==> config.mk <==
export PLATFORM = sky130hd
export DESIGN_NAME = seven_segment_scanner
export DESIGN_NICKNAME = d
export VERILOG_FILES = /design/src/rtl/seven_seg_pkg.sv /design/src/rtl/seg_scan_timer.sv /design/src/rtl/seven_segment_scanner.sv
export SDC_FILE = /design/constraint.sdc
export NUM_CORES = 1
export LEC_CHECK = 0
export ABC_AREA = 1
export BUFFER_PORTS_ARGS = -buffer_cell sky130_fd_sc_hd__buf_2
export CAP_MARGIN = 30
export CORE_AREA = 2 2 92 94
export DETAILED_ROUTE_END_ITERATION = 16
export DIE_AREA = 0 0 94 96
export PLACE_DENSITY = 0.69
export SYNTH_ARGS = -nofsm -noshare
export SYNTH_HDL_FRONTEND = slang
export SYNTH_SLANG_ARGS = --single-unit
export TNS_END_PERCENT = 10
==> constraint.sdc <==
create_clock -name clk -period 2.6 [get_ports clk]
set_input_delay 0.39 -clock clk [delete_from_list [all_inputs] [get_ports clk]]
set_output_delay 0.39 -clock clk [all_outputs]
set_load 0.02 [all_outputs]
==> src/rtl/seven_seg_pkg.sv <==
// Shared definitions for seven-segment display blocks: blanking constants,
// the active-low hex decode table and the display-word layout.
package seven_seg_pkg;

    localparam logic [0:6] SEG_OFF = 7'b1111111;
    localparam logic [3:0] AN_OFF  = 4'b1111;

    // Index = hex digit, element bit 0 = segment a, active-low.
    localparam logic [0:6] HEX_SEG [16] = '{
        7'b0000001, 7'b1001111, 7'b0010010, 7'b0000110,
        7'b1001100, 7'b0100100, 7'b0100000, 7'b0001111,
        7'b0000000, 7'b0000100, 7'b0001000, 7'b1100000,
        7'b0110001, 7'b1000010, 7'b0110000, 7'b0111000
    };

    // One complete display image: four nibbles, four dps, zero-suppress flag.
    typedef struct packed {
        logic [15:0] value;
        logic [3:0]  dp;
        logic        lz;
    } disp_word_t;

    function automatic logic [0:6] hex_to_seg(input logic [3:0] nibble);
        return HEX_SEG[nibble];
    endfunction

endpackage

==> src/rtl/seg_scan_timer.sv <==
// Digit-slot timer: counts clk cycles within a digit slot, steps the digit
// index on every slot wrap and flags the blank phase and the frame boundary.
module seg_scan_timer #(
    parameter int TICKS_PER_DIGIT = 100000,
    parameter int BLANK_CYCLES    = 2000
) (
    input  logic       clk,
    input  logic       reset,
    output logic       blank,
    output logic [1:0] idx,
    output logic       boundary
);

    localparam int CW = (TICKS_PER_DIGIT > 1) ? $clog2(TICKS_PER_DIGIT) : 1;
    localparam logic [CW-1:0] CNT_LAST = CW'(TICKS_PER_DIGIT - 1);

    logic [CW-1:0] cnt_reg;
    logic [1:0]    idx_reg;
    logic          wrap;

    generate
        if (TICKS_PER_DIGIT < BLANK_CYCLES + 2) begin : g_bad_ticks
            $error("TICKS_PER_DIGIT must be at least BLANK_CYCLES + 2");
        end
    endgenerate

    assign wrap     = (cnt_reg == CNT_LAST);
    assign idx      = idx_reg;
    assign boundary = wrap && (idx_reg == 2'd3);

    // Slot counter; the 2-bit digit index rolls 3 -> 0 by natural overflow.
    always_ff @(posedge clk) begin
        if (reset) begin
            cnt_reg <= '0;
            idx_reg <= '0;
        end else if (wrap) begin
            cnt_reg <= '0;
            idx_reg <= idx_reg + 2'd1;
        end else begin
            cnt_reg <= cnt_reg + CW'(1);
        end
    end

    // A zero-length blank phase needs no comparator at all.
    generate
        if (BLANK_CYCLES == 0) begin : g_no_blank
            assign blank = 1'b0;
        end else begin : g_blank
            localparam logic [CW-1:0] BLANK_END = CW'(BLANK_CYCLES);
            assign blank = (cnt_reg < BLANK_END);
        end
    endgenerate

endmodule

==> src/rtl/seven_segment_scanner.sv <==
// Four-digit common-anode scanner. New images are staged in a shadow copy
// and committed only at a frame boundary so a frame never mixes two values.
module seven_segment_scanner
    import seven_seg_pkg::*;
#(
    parameter int TICKS_PER_DIGIT = 100000,
    parameter int BLANK_CYCLES    = 2000,
    parameter int NUM_DIGITS      = 4
) (
    input  logic        clk,
    input  logic        reset,
    input  logic        load,
    input  logic [15:0] value,
    input  logic [3:0]  dp_in,
    input  logic        lz_en,
    output logic [0:6]  sevenSegment,
    output logic        dp,
    output logic [3:0]  an,
    output logic        frame_tick
);

    generate
        if (NUM_DIGITS != 4) begin : g_bad_digits
            $error("seven_segment_scanner supports exactly 4 digits");
        end
    endgenerate

    logic       blank;
    logic [1:0] idx;
    logic       boundary;

    disp_word_t incoming;
    disp_word_t shadow_reg;
    disp_word_t active_reg;
    logic       pending_reg;

    logic [3:0] suppress;
    logic [0:6] seg_next;
    logic       dp_next;
    logic [3:0] an_next;

    seg_scan_timer #(
        .TICKS_PER_DIGIT (TICKS_PER_DIGIT),
        .BLANK_CYCLES    (BLANK_CYCLES)
    ) u_timer (
        .clk      (clk),
        .reset    (reset),
        .blank    (blank),
        .idx      (idx),
        .boundary (boundary)
    );

    assign incoming = {value, dp_in, lz_en};

    // Stage loads in the shadow; commit at the boundary, with a load landing
    // on the boundary cycle itself going straight to the active image.
    always_ff @(posedge clk) begin
        if (reset) begin
            shadow_reg  <= '0;
            active_reg  <= '0;
            pending_reg <= 1'b0;
        end else begin
            if (load) begin
                shadow_reg <= incoming;
            end
            if (boundary) begin
                pending_reg <= 1'b0;
                if (load) begin
                    active_reg <= incoming;
                end else if (pending_reg) begin
                    active_reg <= shadow_reg;
                end
            end else if (load) begin
                pending_reg <= 1'b1;
            end
        end
    end

    // A digit is suppressed when it and every digit above it are zero;
    // digit 0 always shows so a zero value still reads "0".
    generate
        for (genvar gi = 0; gi < 4; gi++) begin : g_lz
            if (gi == 0) begin : g_units
                assign suppress[gi] = 1'b0;
            end else begin : g_upper
                assign suppress[gi] = active_reg.lz &&
                                      (active_reg.value[15:4*gi] == '0);
            end
        end
    endgenerate

    // Select anode, segments and dp for the current slot phase.
    always_comb begin
        seg_next = SEG_OFF;
        dp_next  = 1'b1;
        an_next  = AN_OFF;
        if (!blank) begin
            an_next = ~(4'b0001 << idx);
            dp_next = ~active_reg.dp[idx];
            if (!suppress[idx]) begin
                seg_next = hex_to_seg(active_reg.value[{idx, 2'b00} +: 4]);
            end
        end
    end

    // Register all pin-facing outputs together so they stay aligned.
    always_ff @(posedge clk) begin
        if (reset) begin
            sevenSegment <= SEG_OFF;
            dp           <= 1'b1;
            an           <= AN_OFF;
            frame_tick   <= 1'b0;
        end else begin
            sevenSegment <= seg_next;
            dp           <= dp_next;
            an           <= an_next;
            frame_tick   <= boundary;
        end
    end

endmodule

======== Word-level counts from Yosys, hierarchy flattened ========
Memories as Yosys holds them, arrays and structs flattened. A register that Yosys moved wholly into a read port is not among the register bits.
Index checks and enable logic that the tools add are counted.
storage, ports and cells
  register bits after elaboration ......... 68
  memory bits (read-only) ................. 112
  input port bits ......................... 24
  output and inout bits ................... 13
  logic and storage cells ................. 43
  memories kept ........................... 1
cells by class
  add/subtract/negate cells ............... 2
  magnitude comparators ................... 2
  equality and inequality tests ........... 2
  shifts and indexed selects .............. 2
  muxes and demuxes ....................... 6
  bitwise operators ....................... 3
  reductions and logical operators ........ 13
memory list
  name             words  bits a word  rd ports  clocked after Yosys merged registers in  write ports  line                 RTL
  (no name shown)  16     7            1         1                                        0            seven_seg_pkg.sv:24  return HEX_SEG[nibble];
operators with widths
  kind                                                                            number
  21-bit two-way mux                                                              2
  17-bit by 1-bit adder with 17-bit output, second input constant                 1
  17-bit == test, second input constant                                           1
  17-bit by 11-bit less-than comparator with 1-bit output, second input constant  1
  16-bit by 5-bit indexed part select with 4-bit output                           1
  12-bit logical NOT                                                              1
  8-bit logical NOT                                                               1
  2-bit OR reduction                                                              3
  4-bit NOT with 5-bit output                                                     1
  1-bit binary-select mux with 2-bit select                                       2
  1-bit logical AND                                                               4
  4-bit logical NOT                                                               1
  4-bit NOT                                                                       1
  1-bit by 2-bit << shifter with 4-bit output, first input constant               1
  2-bit by 3-bit less-than comparator with 1-bit output, second input constant    1
  3-bit OR reduction                                                              1
  2-bit by 1-bit adder with 2-bit output, second input constant                   1
  2-bit == test, second input constant                                            1
  1-bit two-way mux                                                               2
  2-bit AND reduction                                                             1
  2-bit nonzero test                                                              1
  1-bit NOT                                                                       1

======== Longest topological paths before layout ========
  depth after elaboration ................. 5
  depth in mapped cells ................... 12
  gate-level depth less buffers ........... 11

======== Hierarchy ========
Synthesis repeated with hierarchy kept, for this count alone.
second synthesis, totals
  cells, all modules ...................... 446
  area, all modules ....................... 3373.2 µm²
by module, submodules not included
  module                 times used  cells each  area each (µm²)  seq. area each (µm²)
  seven_segment_scanner  1           287         2326.0           1121.1
  seg_scan_timer         1           159         1047.3           380.4

======== Least setup slack after synthesis ========
Ideal clock, no wire load.
  path kind ............................... reg2reg
  start point ............................. reg u_timer.idx_reg[0] (netlist: u_timer.idx[0])
  end point ............................... reg sevenSegment[5] in the netlist's numbering
  library setup time ...................... 121 ps
  data arrival time ....................... 1652 ps
  setup slack ............................. 827 ps
  cell stages (with the launch flop) ...... 10
  path buffers ............................ 1
  clock period less this slack ............ 1773 ps
  cell sequence ........................... dfxtp_1 > buf_2 > o21ai_0 > o21ai_0 > inv_1 > ha_1 > nand3_1 > nand3_1 > o21ai_0 > nand2_1
on the way
  cells in the longest elaborated chain, start to end .. 3
  elaborated cells on any way between the ends .. 5
  those cells by class .................... shift: 1; mux: 2; bitwise: 1; reduce/logical: 1
RTL lines
  what                                                                                                           line                         RTL
  start, declared                                                                                                seg_scan_timer.sv:18         logic [1:0] idx_reg;
  start signal, assigned                                                                                         seg_scan_timer.sv:38         idx_reg <= idx_reg + 2'd1;
  parallel branches: the longest is 3 deep, another holds 16-bit by 5-bit indexed part select with 4-bit output  -
  end, declared                                                                                                  seven_segment_scanner.sv:16  output logic [0:6] sevenSegment,
Several ways; the timed one is not identified. The select of a mux whose other input is x is not followed.
A chain may end at the register's enable or synchronous reset.

======== Worst setup path in the final report ========
Same ends and word-level chain as after synthesis.

==> impl_metrics.toml <==
[run_status]
run_status = "completed"

[critical_path]
crit_path_max_fanout = 20
cp-end-kind = "flop"
critPathLaunchType = "flop"
endpoint = "sevenSegment[5]$_SDFF_PP1_"
crit_path_start = "u_timer.idx[0]$_SDFFE_PP0P_"
cp.required_ns = 2.83
reg2reg_slack_ns = 0.29
worstSetupPathType = "flop to flop"
r2r_end = "sevenSegment[5]$_SDFF_PP1_"
reg2regPathDepth = 8
r2r_start = "u_timer.idx[0]$_SDFFE_PP0P_"
arrival_ns = 2.53

[timing]
post-route-period-util = 0.887
rsz0062_at_grt = "false"
tns_ns = 0
slew_violations = 0
finClkSkew_ns = 0.0132
relSlewSlack = 0.424
max_freq_ghz = 0.434
worst-slew-pin-transition_ns = 0.861
fin_crit_ns = 2.31
finalHoldViolCount = 0
finalSetupViolations = 0

[floorplan]
core.rowCount = 33
die_area_mm2 = 0.00902
start_util = 0.439
io_pins = 37
core_mm2 = 0.00805
fp.dieW_um = 94
fp.dieH_um = 96

[synth]
synth_top_area_frac = 0.425
syn_area_mm2 = 0.00354
synth_fp_nets = 517
ys_seq_elements = 75
yosys.area.top_type = "dfxtp_1"
yosys-top-cells-area = "dfxtp_1 42%, nand2_1 12%, nor2_1 7.2%, inv_1 6.8%, mux2i_1 5.9%"
syn-instance-count = 482
yosysWarnings = 0
avgSynthCellArea_um2 = 7.34
synth.distinct_cells = 31
synth-seq-area-share = 0.425

[placed_design]
post_dp_cell_area_mm2 = 0.00376
place.detailed.hpwl_um = 5060
port_buffers = 36
gp_congestion = 0.909

[global_route]
antenna_found_initial = 0
grt_first_pass_wirelength_um = 12300
grt_max_degree = 26
overflow = 0
track_usage = 0.170
first_global_vias = 2904

[cts]
cts_buffer_depth = 2
cts_tree = "yes"
postCtsHoldBufs = 0
root_buffer = "clkbuf_8"
cts_buffers = 9
path_clk_slew_ns = 0.08
ctsResizeCount = 0
clk_latency_ns = 0.35
post_cts_buffers = 0
cts_htree_levels = 3
cts_sinks = 75

[pwr]
vdd_drop_max_mv = 0.255
power.density_mw_per_mm2 = 602
leakage_nw = 1.75

[routing]
wirelength_um = 7000
drtAntennaViolNets = 0
detail_route.wl_per_cell_um = 11.2
drtIter0Drc = 90
vias_per_cell = 4.76
drc = 0
first_pass_iters = 5
num_vias = 2962

[finish]
layout_common_cells = "111 x nand2_1, 75 x dfxtp_1, 68 x nor2_1, 64 x inv_1, 36 x buf_2"
drive_gt1_frac = 0.133
finalNetCount = 547
stdcell_area_mm2 = 0.00402
layout_commonest_cell = "nand2_1"
area_growth_pct = 13.6
final_core_utilization = 0.499
antenna_cells = 0

[min_path]
hp-class = "input pin to flop"

[run]
drv_cap = 0
-- stage by stage --
stage | hold slack, ns | power [mW] | instances | worst slack [ns]
after detailed placement | 0.438 | 1.31 | 606 | 0.342
after floorplan | 0.417 | 1.28 | 482 | 0.827
after global placement | 0.428 | 1.31 | 606 | 0.476
final | 0.308 | 2.42 | 622 | 0.295
after global routing | 0.309 | 2.52 | 622 | 0.0710
after CTS | 0.300 | 2.44 | 622 | 0.314
-- metal layers --
| layer | wire length (um) | global-route usage |
|---|---|---|
| met1 | 3250 | 0.194 |
| met2 | 3440 | 0.314 |
| met3 | 243 | 0.0431 |
| met4 | 55 | 0.0519 |
| met5 | 0 | 0 |
-- how the worst min path moves through the flow --
stage,start,end,depth (start not counted)
finish,value[7],shadow_reg[12]$_SDFFE_PP0P_,3
CTS,value[13],shadow_reg[18]$_SDFFE_PP0P_,3
floorplan,u_timer.cnt_reg[0]$_SDFF_PP0_,u_timer.cnt_reg[0]$_SDFF_PP0_,1
global route,value[9],shadow_reg[14]$_SDFFE_PP0P_,3
detailed placement,u_timer.cnt_reg[0]$_SDFF_PP0_,u_timer.cnt_reg[0]$_SDFF_PP0_,1
global placement,u_timer.cnt_reg[0]$_SDFF_PP0_,u_timer.cnt_reg[0]$_SDFF_PP0_,1
-- cells by family (layout without fill, tap and decap cells) --
family	after synthesis	in the layout	synth area share
simple gates	251	251	0.310
buf+inv	89	124	0.106
flops	75	75	0.425
xor+xnor	5	5	0.0124
compound gates	30	30	0.0481
mux	21	21	0.0594
fa+ha+maj	11	11	0.0389
-- cells in the mapped netlist, drive strengths merged --
cell type,count
nand2,112
dfxtp,75
nor2,72
inv,67
nand3,25
nand4,25
mux2i,21
buf,18
o21ai,16
a21oi,12
ha,11
nor3,11
clkbuf,3
nor3b,3
xor2,3
o211ai,2
or2,2
xnor2,2
clkinv,1
nand3b,1
-- critical path, stage by stage, from the launching register on --
cell and delay (ns):
dfxtp_1 0.70, o21ai_0 0.18, o21ai_0 0.50, inv_1 0.19
ha_1 0.25, nand3_1 0.14, nand3_1 0.08, o21ai_0 0.09
nand2_1 0.06
-- report_power, final --
group | internal [mW] | switching [mW]
sequential | 1.17 | 0.00792
combinational | 0.0438 | 0.0628
clock | 0.715 | 0.419
total | 1.93 | 0.489
-- area by class of cell --
| cell class | count | area, um^2 |
|---|---|---|
| Clock buffer | 12 | 165 |
| Clock inverter | 4 | 95.1 |
| Fill cell | 811 | 4030 |
| Inverter | 68 | 255 |
| Multi-Input combinational cell | 318 | 1660 |
| Sequential cell | 75 | 1500 |
| Tap cell | 105 | 131 |
| Timing Repair Buffer | 40 | 210 |
(Power assumes the default switching activity.)
